===== config.mk =====
export PLATFORM = sky130hd
export DESIGN_NAME = instruction_fetch_flat
export DESIGN_NICKNAME = d
export VERILOG_FILES = /design/src/rtl/fetch_pkg.sv /design/src/rtl/instruction_fetch_if.sv /design/src/rtl/fetch_pc_reg.sv /design/src/rtl/instruction_fetch.sv /design/src/flat_wrapper.sv
export SDC_FILE = /design/constraint.sdc
export NUM_CORES = 1
export LEC_CHECK = 0
export ABC_AREA = 0
export ABC_CLOCK_PERIOD_IN_PS = 2200
export CAP_MARGIN = 20
export CORE_MARGIN = 10
export CORE_UTILIZATION = 29
export CTS_CLUSTER_DIAMETER = 200
export DETAILED_ROUTE_END_ITERATION = 8
export GPL_TIMING_DRIVEN = 1
export PLACE_DENSITY = 0.66
export SETUP_SLACK_MARGIN = 0.1
export SLEW_MARGIN = 20
export SYNTH_ARGS = -nofsm -noshare
export SYNTH_HDL_FRONTEND = slang
export SYNTH_SLANG_ARGS = --single-unit

===== constraint.sdc =====
create_clock -name clk -period 2.2 [get_ports clk]
set_input_delay 0.33 -clock clk [delete_from_list [all_inputs] [get_ports clk]]
set_output_delay 0.33 -clock clk [all_outputs]
set_load 0.01 [all_outputs]

===== src/rtl/fetch_pkg.sv =====
// rtl/fetch_pkg.sv - shared types and constants for the instruction fetch stage
package fetch_pkg;

    localparam int DEF_INS_ADDRESS = 9;
    localparam int DEF_INS_W       = 32;
    localparam int PC_INC          = 4;
    localparam logic [15:0] FETCH_COUNT_MAX = 16'hFFFF;

    typedef enum logic [1:0] {
        ST_IDLE = 2'd0,
        ST_RUN  = 2'd1,
        ST_HALT = 2'd2
    } fetch_state_e;

endpackage


===== src/rtl/instruction_fetch_if.sv =====
// rtl/instruction_fetch_if.sv - memory, redirect and IF/ID bundle of the fetch stage
interface instruction_fetch_if #(
    parameter int INS_ADDRESS = fetch_pkg::DEF_INS_ADDRESS,
    parameter int INS_W       = fetch_pkg::DEF_INS_W
) ();

    logic [INS_ADDRESS-1:0] imem_ra;
    logic [INS_W-1:0]       imem_rd;
    logic                   redirect_valid;
    logic [INS_ADDRESS-1:0] redirect_pc;
    logic                   out_valid;
    logic                   out_ready;
    logic [INS_ADDRESS-1:0] out_pc;
    logic [INS_W-1:0]       out_instr;
    logic                   fault;
    logic [15:0]            fetch_count;

    modport master (
        output imem_ra,
        input  imem_rd,
        input  redirect_valid,
        input  redirect_pc,
        output out_valid,
        input  out_ready,
        output out_pc,
        output out_instr,
        output fault,
        output fetch_count
    );

    modport slave (
        input  imem_ra,
        output imem_rd,
        output redirect_valid,
        output redirect_pc,
        input  out_valid,
        output out_ready,
        input  out_pc,
        input  out_instr,
        input  fault,
        input  fetch_count
    );

endinterface


===== src/rtl/fetch_pc_reg.sv =====
// rtl/fetch_pc_reg.sv - program counter with wrapping increment and redirect load
module fetch_pc_reg
    import fetch_pkg::*;
#(
    parameter int INS_ADDRESS = DEF_INS_ADDRESS,
    parameter int RESET_PC    = 0
) (
    input  logic                   clk,
    input  logic                   rst_n,
    input  logic                   load_en_i,
    input  logic [INS_ADDRESS-1:0] load_pc_i,
    input  logic                   inc_en_i,
    output logic [INS_ADDRESS-1:0] pc_o
);

    logic [INS_ADDRESS-1:0] pc_q;
    logic [INS_ADDRESS-1:0] pc_d;

    // Load beats increment; the add is width-truncated so it wraps to zero at the top.
    always_comb begin
        pc_d = pc_q;
        if (load_en_i) begin
            pc_d = load_pc_i;
        end else if (inc_en_i) begin
            pc_d = pc_q + INS_ADDRESS'(PC_INC);
        end
    end

    // PC register, reset to the boot address.
    always_ff @(posedge clk) begin
        if (!rst_n) begin
            pc_q <= INS_ADDRESS'(RESET_PC);
        end else begin
            pc_q <= pc_d;
        end
    end

    assign pc_o = pc_q;

endmodule


===== src/rtl/instruction_fetch.sv =====
// rtl/instruction_fetch.sv - fetch FSM and IF/ID register in front of an external instruction memory
module instruction_fetch
    import fetch_pkg::*;
#(
    parameter int INS_ADDRESS = DEF_INS_ADDRESS,
    parameter int INS_W       = DEF_INS_W,
    parameter int RESET_PC    = 0
) (
    input  logic                clk,
    input  logic                rst_n,
    instruction_fetch_if.master bus
);

    fetch_state_e           state_q, state_d;
    logic                   out_valid_q, out_valid_d;
    logic [INS_ADDRESS-1:0] out_pc_q, out_pc_d;
    logic [INS_W-1:0]       out_instr_q, out_instr_d;
    logic                   fault_q, fault_d;
    logic [15:0]            count_q, count_d;

    logic [INS_ADDRESS-1:0] pc;
    logic                   pc_load;
    logic                   pc_inc;
    logic                   redirect_aligned;

    assign redirect_aligned = (bus.redirect_pc[1:0] == 2'b00);

    fetch_pc_reg #(
        .INS_ADDRESS (INS_ADDRESS),
        .RESET_PC    (RESET_PC)
    ) u_pc (
        .clk       (clk),
        .rst_n     (rst_n),
        .load_en_i (pc_load),
        .load_pc_i (bus.redirect_pc),
        .inc_en_i  (pc_inc),
        .pc_o      (pc)
    );

    // Next state: redirects win over fetch/stall; a misaligned target parks the stage in HALT.
    always_comb begin
        state_d     = state_q;
        out_valid_d = out_valid_q;
        out_pc_d    = out_pc_q;
        out_instr_d = out_instr_q;
        fault_d     = fault_q;
        pc_load     = 1'b0;
        pc_inc      = 1'b0;

        case (state_q)
            ST_IDLE, ST_RUN: begin
                if (bus.redirect_valid) begin
                    out_valid_d = 1'b0;
                    if (redirect_aligned) begin
                        pc_load = 1'b1;
                        state_d = ST_RUN;
                    end else begin
                        fault_d = 1'b1;
                        state_d = ST_HALT;
                    end
                end else if (state_q == ST_IDLE) begin
                    state_d = ST_RUN;
                end else if (!out_valid_q || bus.out_ready) begin
                    out_pc_d    = pc;
                    out_instr_d = bus.imem_rd;
                    out_valid_d = 1'b1;
                    pc_inc      = 1'b1;
                end
            end
            ST_HALT: begin
                out_valid_d = 1'b0;
            end
            default: begin
                state_d     = ST_IDLE;
                out_valid_d = 1'b0;
            end
        endcase
    end

    // Count accepted handoffs; a redirect in the same cycle flushes the entry instead.
    always_comb begin
        count_d = count_q;
        if (out_valid_q && bus.out_ready && !bus.redirect_valid &&
            (count_q != FETCH_COUNT_MAX)) begin
            count_d = count_q + 16'd1;
        end
    end

    // State, IF/ID register, sticky fault and handoff counter; reset overrides everything.
    always_ff @(posedge clk) begin
        if (!rst_n) begin
            state_q     <= ST_IDLE;
            out_valid_q <= 1'b0;
            out_pc_q    <= '0;
            out_instr_q <= '0;
            fault_q     <= 1'b0;
            count_q     <= '0;
        end else begin
            state_q     <= state_d;
            out_valid_q <= out_valid_d;
            out_pc_q    <= out_pc_d;
            out_instr_q <= out_instr_d;
            fault_q     <= fault_d;
            count_q     <= count_d;
        end
    end

    assign bus.imem_ra     = pc;
    assign bus.out_valid   = out_valid_q;
    assign bus.out_pc      = out_pc_q;
    assign bus.out_instr   = out_instr_q;
    assign bus.fault       = fault_q;
    assign bus.fetch_count = count_q;

endmodule


===== src/flat_wrapper.sv =====
// flat-port wrapper written by rule: the top's interface ports become plain ports
module instruction_fetch_flat import fetch_pkg::*;
#(
    parameter int INS_ADDRESS = DEF_INS_ADDRESS,
    parameter int INS_W       = DEF_INS_W,
    parameter int RESET_PC    = 0
)
  (clk, rst_n, bus_imem_ra, bus_imem_rd, bus_redirect_valid, bus_redirect_pc, bus_out_valid, bus_out_ready, bus_out_pc, bus_out_instr, bus_fault, bus_fetch_count);
  instruction_fetch_if #(.INS_ADDRESS(INS_ADDRESS), .INS_W(INS_W)) bus_i ();
  input  logic clk;
  input  logic rst_n;
  output wire logic [$bits(bus_i.imem_ra)-1:0] bus_imem_ra;
  input wire logic [$bits(bus_i.imem_rd)-1:0] bus_imem_rd;
  input wire logic [$bits(bus_i.redirect_valid)-1:0] bus_redirect_valid;
  input wire logic [$bits(bus_i.redirect_pc)-1:0] bus_redirect_pc;
  output wire logic [$bits(bus_i.out_valid)-1:0] bus_out_valid;
  input wire logic [$bits(bus_i.out_ready)-1:0] bus_out_ready;
  output wire logic [$bits(bus_i.out_pc)-1:0] bus_out_pc;
  output wire logic [$bits(bus_i.out_instr)-1:0] bus_out_instr;
  output wire logic [$bits(bus_i.fault)-1:0] bus_fault;
  output wire logic [$bits(bus_i.fetch_count)-1:0] bus_fetch_count;
  assign bus_imem_ra = bus_i.imem_ra;
  assign bus_i.imem_rd = bus_imem_rd;
  assign bus_i.redirect_valid = bus_redirect_valid;
  assign bus_i.redirect_pc = bus_redirect_pc;
  assign bus_out_valid = bus_i.out_valid;
  assign bus_i.out_ready = bus_out_ready;
  assign bus_out_pc = bus_i.out_pc;
  assign bus_out_instr = bus_i.out_instr;
  assign bus_fault = bus_i.fault;
  assign bus_fetch_count = bus_i.fetch_count;
  instruction_fetch #(.INS_ADDRESS(INS_ADDRESS), .INS_W(INS_W), .RESET_PC(RESET_PC)) u_core (.clk(clk), .rst_n(rst_n), .bus(bus_i));
endmodule

# After elaboration in Yosys (flattened, before gate mapping)
# Cells that the tools add are included.
# word_totals
regBits,70
out_inout_bits,68
elab_cells,47
inputBits,45
# op_classes
bitwise_logic,6
n_reduce_logical,15
eq_ne,4
addsub,2
n_mux,13
# ops
op,n
$mux 9,2
$add 16x1->16 const B,1
$ne 16x16->1 const B,1
$add 9x3->9 const B,1
$mux 1,7
$mux 2,3
$not 1->1,6
$logic_not 2->1,2
$pmux 2 s2,1
$reduce_and 2->1,2
$reduce_and 4->1,1
$logic_and 1x1->1,3
$ne 3x2->1 const B,1
$reduce_and 3->1,1
$reduce_or 3->1,1
$eq 2x1->1 const B,1
$eq 2x2->1 const B,1
$logic_not 1->1,2
$reduce_bool 2->1,1
$reduce_or 2->1,1
$logic_or 1x1->1,1

# Logic depth before layout (Yosys ltp)
# logic_depth
word_depth,8
depth_mapped,6
mapped_depth_nobuf,5

# Hierarchy
# From an unflattened synthesis, not the netlist that was laid out.
# hier_totals
hier_cells,339
hier_area_um2,2793.9
# by_module_without_submodules
mod,cells_each,n_inst,seq_area_each_um2,area_per_inst_um2
instruction_fetch,291,1,1221.2,2359.8
fetch_pc_reg,48,1,180.2,434.2

# Worst setup path after synthesis
# Ideal clock, no wire load.
# synth_path
kind,reg2reg
from,"register u_core.count_q[0], in the netlist u_core.bus.fetch_count[0]"
to,"register u_core.count_q[2], in the netlist u_core.bus.fetch_count[2]"
slack_ps,486
arrival_ps,1628
stages_incl_launch_ff,6
required_time_ps,2114
setup_ps,86
period_less_slack_ps,1714
n_path_buf,0
cell_sequence,dfxtp_1 ha_1 nand4_2 o41ai_4 nor2_1 a211oi_1
# synth_between
elab_chain_cells,2
word_cells_on_any_way,3
classes_between,1 x add/sub; 1 x eq/ne; 1 x reduce/logical
# synth_rtl
item,line,rtl
start: declaration,instruction_fetch.sv:19,"logic [15:0] count_q, count_d;"
start signal: assignment,instruction_fetch.sv:104,count_q <= count_d;
branches (longest 2 deep; another with $add 16x1->16),-,
# Several ways; the timed one is not identified.
# A chain may end at the register's enable or synchronous reset.

# Worst setup path after layout
# layout_path
from,"register u_core.count_q[1], in the netlist u_core.bus.fetch_count[1]"
to,"register u_core.count_q[5], in the netlist u_core.bus.fetch_count[5]"
# Same word-level chain as after synthesis.

==> impl_metrics.sql <==
INSERT INTO impl_metrics (metric_group, metric, value, unit) VALUES
('placement', 'dpl.hpwl', '6700', 'µm'),
('timing', 'headroom_to_the_max_slew_limit', '64.9', '%'),
('pwr', 'p_int', '2050', 'µW'),
('cts', 'cts.htree.levels', '3', ''),
('global_route', 'via_count_of_the_first_global_routing_pass', '2788', ''),
('detailed_routing', 'vias', '2826', ''),
('detailed_routing', 'route.detailed.drc', '0', ''),
('cts', 'cts_buffers', '9', ''),
('detailed_routing', 'antenna_left', '0', ''),
('setup_path', 'cp_top_family', 'simple AND/OR/NAND/NOR gates', ''),
('timing', 'hold_ws', '0.453', 'ns'),
('setup_path', 'cpPeakStageDelay', '0.51', 'ns'),
('global_route', 'grt_remaining_overflow', '0', ''),
('setup_path', 'crit_path_end_kind', 'flip-flop', ''),
('setup_path', 'cp_cell_sequence', 'ha_1 -> nand4_2 -> nor3_1 -> buf_4 -> o21ai_0 -> a21oi_1', ''),
('timing', 'rsz_0062_raised_after_global_routing', 'no', ''),
('flow_run', 'cap_violations', '0', ''),
('setup_path', 'cp_num_buf_inv', '1', ''),
('die', 'core', '9680', 'µm²'),
('yosys', 'async_flop_share', '0', '%'),
('placement', 'gpl.final_weighted_congestion', '0.771', ''),
('cts', 'clkTransAtPathRegs', '0.08', 'ns'),
('die', 'io_pins', '113', ''),
('cells_and_area', 'multi_input_area', '1340', 'µm²'),
('yosys', 'syn_area_per_cell', '8.35', 'µm²'),
('global_route', 'grt_antenna_before_repair', '0', ''),
('placement', 'portBuffers', '112', ''),
('timing', 'fin_tns_setup', '0', 'ns'),
('timing', 'worstMarginPinSlew', '0.523', 'ns'),
('cts', 'clk_root_buffer_cell', 'sky130_fd_sc_hd__clkbuf_8', ''),
('detailed_routing', 'first_pass_iters', '4', ''),
('cells_and_area', 'layout_commonest_cell', 'sky130_fd_sc_hd__clkdlybuf4s50_1', ''),
('global_route', 'grt_first_pass_wirelength', '14400', 'µm'),
('timing', 'timing.final.hold_violations', '0', ''),
('global_route', 'grt_util_all_layers', '12.2', '%'),
('pwr', 'powerDensity', '619', 'nW/µm²'),
('cells_and_area', 'fin_nets', '503', ''),
('timing', 'fin_skew', '0.00862', 'ns'),
('yosys', 'synthesis.nets', '389', ''),
('cells_and_area', 'antenna-diode-count', '0', ''),
('timing', 'final_max_slew_viol_count', '0', ''),
('yosys', 'synth_seq_cells', '70', ''),
('cells_and_area', 'post-route-cell-area', '4370', 'µm²'),
('die', 'starting_density_of_the_core', '29.5', '%'),
('pwr', 'pwr-share-clk', '40.0', '%'),
('cells_and_area', 'regArea', '1400', 'µm²'),
('cts', 'clock_tree_from_tritoncts', 'done', ''),
('cts', 'cts.hold.buffers_added', '0', ''),
('cells_and_area', 'stdcell_count', '594', ''),
('pwr', 'static-leakage-power', '0.00149', 'µW'),
('setup_path', 'timing.critical_path.required', '2.47', 'ns'),
('timing', 'fmaxAchievable', '519', 'MHz'),
('yosys', 'ys_dominant_reg_cell', 'sky130_fd_sc_hd__dfxtp_1', ''),
('status', 'result_of_the_run', 'complete, no violations', ''),
('cells_and_area', 'final_layout_size_suffix_gt1_share', '8.24', '%'),
('setup_path', 'critical_path.slowest_cell', 'sky130_fd_sc_hd__nor3_1', ''),
('yosys', 'syn-instance-count', '342', ''),
('yosys', 'yosysWarnings', '0', ''),
('timing', 'report.final.setup_viol', '0', ''),
('yosys', 'synth_cell_types', '43', ''),
('detailed_routing', 'route.detailed.wl_per_inst', '15.1', 'µm'),
('yosys', 'number_of_synthesized_flops_with_an_enable_pin', '0', ''),
('worst_hold_path', 'min_path_type', 'flip-flop to flip-flop', ''),
('pwr', 'total_power', '2710', 'µW'),
('pwr', 'pwr-share-seq', '49.2', '%'),
('timing', 'post-route-min-period', '1.93', 'ns'),
('cells_and_area', 'most_used_cells_in_the_layout_excluding_fill_and_tap_cells', '112 x sky130_fd_sc_hd__clkdlybuf4s50_1, 92 x sky130_fd_sc_hd__nand2_1, 70 x sky130_fd_sc_hd__dfxtp_1', ''),
('die', 'die_w', '119', 'µm'),
('setup_path', 'critical_path_peak_fanout', '7', ''),
('cts', 'max-clock-path-buffers', '2', ''),
('pwr', 'max_ir_drop_vdd', '0.379', 'mV');
## power groups by stage
stage	Clock (µW)	Combinational (µW)	Sequential (µW)
6_report	1080	294	1330
5_1_grt	1160	320	1340
4_1_cts	1120	298	1330
3_5_place_dp	0	297	1360
3_3_place_gp	0	294	1360
2_1_floorplan	0	98.2	1370
## cell families after synthesis
family | Yosys count | share of synthesized area [%]
adders and majority gates | 2 | 0.876
muxes | 2 | 0.701
and+or+nand+nor | 156 | 27.4
AOI/OAI and AO/OA | 83 | 16.8
DFF | 70 | 49.1
buffers and inverters | 25 | 3.90
xor gates and xnor gates | 4 | 1.23
## tightest hold or removal path, delay by kind of cell (launching register included)
family	cells	cell delay, ns
AO/OA/AOI/OAI	1	0.05
flip-flops	1	0.31
AND/OR/NAND/NOR	1	0.05
## layer usage
layer  global-route usage, %  vias up  part of all wire (%)
met1                    13.1     1315                    41
met2                    20.5       79                    49
met4                    4.89        0                   1.4
met5                       0        -                     0
met3                    5.57       10                   9.1
li1                        -     1422                     -
## final timing paths
check        cells after the start  slack [ns]                                   start                                endpoint
min reg2reg                      2        0.45       u_core.bus.out_pc[7]$_SDFFE_PN0P_       u_core.bus.out_pc[7]$_SDFFE_PN0P_
max reg2reg                      6        0.27  u_core.bus.fetch_count[1]$_SDFFE_PN0P_  u_core.bus.fetch_count[5]$_SDFFE_PN0P_
min                              2        0.45       u_core.bus.out_pc[7]$_SDFFE_PN0P_       u_core.bus.out_pc[7]$_SDFFE_PN0P_
max                              6        0.27  u_core.bus.fetch_count[1]$_SDFFE_PN0P_  u_core.bus.fetch_count[5]$_SDFFE_PN0P_
## stage by stage
| stage | setup slack (ns) | util [%] |
|---|---|---|
| floorplan | 0.486 | - |
| global placement | 0.189 | 42.9 |
| detailed placement | 0.102 | 42.9 |
| CTS | 0.287 | 45.1 |
| global route | 0.132 | 45.1 |
| finish | 0.274 | 45.1 |
## area by class of cell
type / instances / share of cell area [%]
Clock inverter: 5 / 1.32
Timing Repair Buffer: 123 / 28.1
Multi-Input combinational cell: 247 / 30.8
Inverter: 5 / 0.430
Clock buffer: 11 / 3.47
Tap cell: 133 / 3.81
Sequential cell: 70 / 32.1
## sequential cells by signal, indices dropped and copies added, names as in the netlist
| signal | flops |
|---|---|
| u_core.bus.fetch_count | 16 |
| u_core.bus.out_pc | 9 |
| u_core.bus.out_instr | 32 |
| u_core.state_q | 2 |
| u_core.bus.fault | 1 |
| u_core.u_pc.pc_o | 9 |
| u_core.bus.out_valid | 1 |
## Yosys cell counts (2+ instances only)
master / n / area share, %
sky130_fd_sc_hd__and3_1: 6 / 1.3
sky130_fd_sc_hd__or4_1: 4 / 1.1
sky130_fd_sc_hd__nor2_1: 12 / 1.6
sky130_fd_sc_hd__ha_1: 2 / 0.88
sky130_fd_sc_hd__dfxtp_1: 70 / 49
sky130_fd_sc_hd__buf_2: 5 / 0.88
sky130_fd_sc_hd__o31ai_1: 3 / 0.79
sky130_fd_sc_hd__xor2_1: 3 / 0.92
sky130_fd_sc_hd__buf_4: 3 / 0.79
sky130_fd_sc_hd__nor3_1: 3 / 0.53
sky130_fd_sc_hd__nand3_1: 7 / 1.2
sky130_fd_sc_hd__or3_1: 3 / 0.66
sky130_fd_sc_hd__nor4_1: 2 / 0.44
sky130_fd_sc_hd__a21oi_1: 57 / 10
sky130_fd_sc_hd__mux2i_1: 2 / 0.70
sky130_fd_sc_hd__o21ai_0: 12 / 2.1
sky130_fd_sc_hd__and4_1: 4 / 1.2
sky130_fd_sc_hd__nand2_1: 92 / 12
sky130_fd_sc_hd__and2_1: 2 / 0.44
sky130_fd_sc_hd__a311oi_1: 2 / 0.61
sky130_fd_sc_hd__a211oi_1: 2 / 0.53
sky130_fd_sc_hd__nand4_2: 3 / 1.3
sky130_fd_sc_hd__nand4_1: 5 / 1.1
sky130_fd_sc_hd__inv_1: 5 / 0.66
sky130_fd_sc_hd__clkbuf_1: 12 / 1.6
sky130_fd_sc_hd__o311a_1: 2 / 0.70
sky130_fd_sc_hd__nand2b_1: 3 / 0.66
Note: power is estimated with default switching activity, not from simulation.
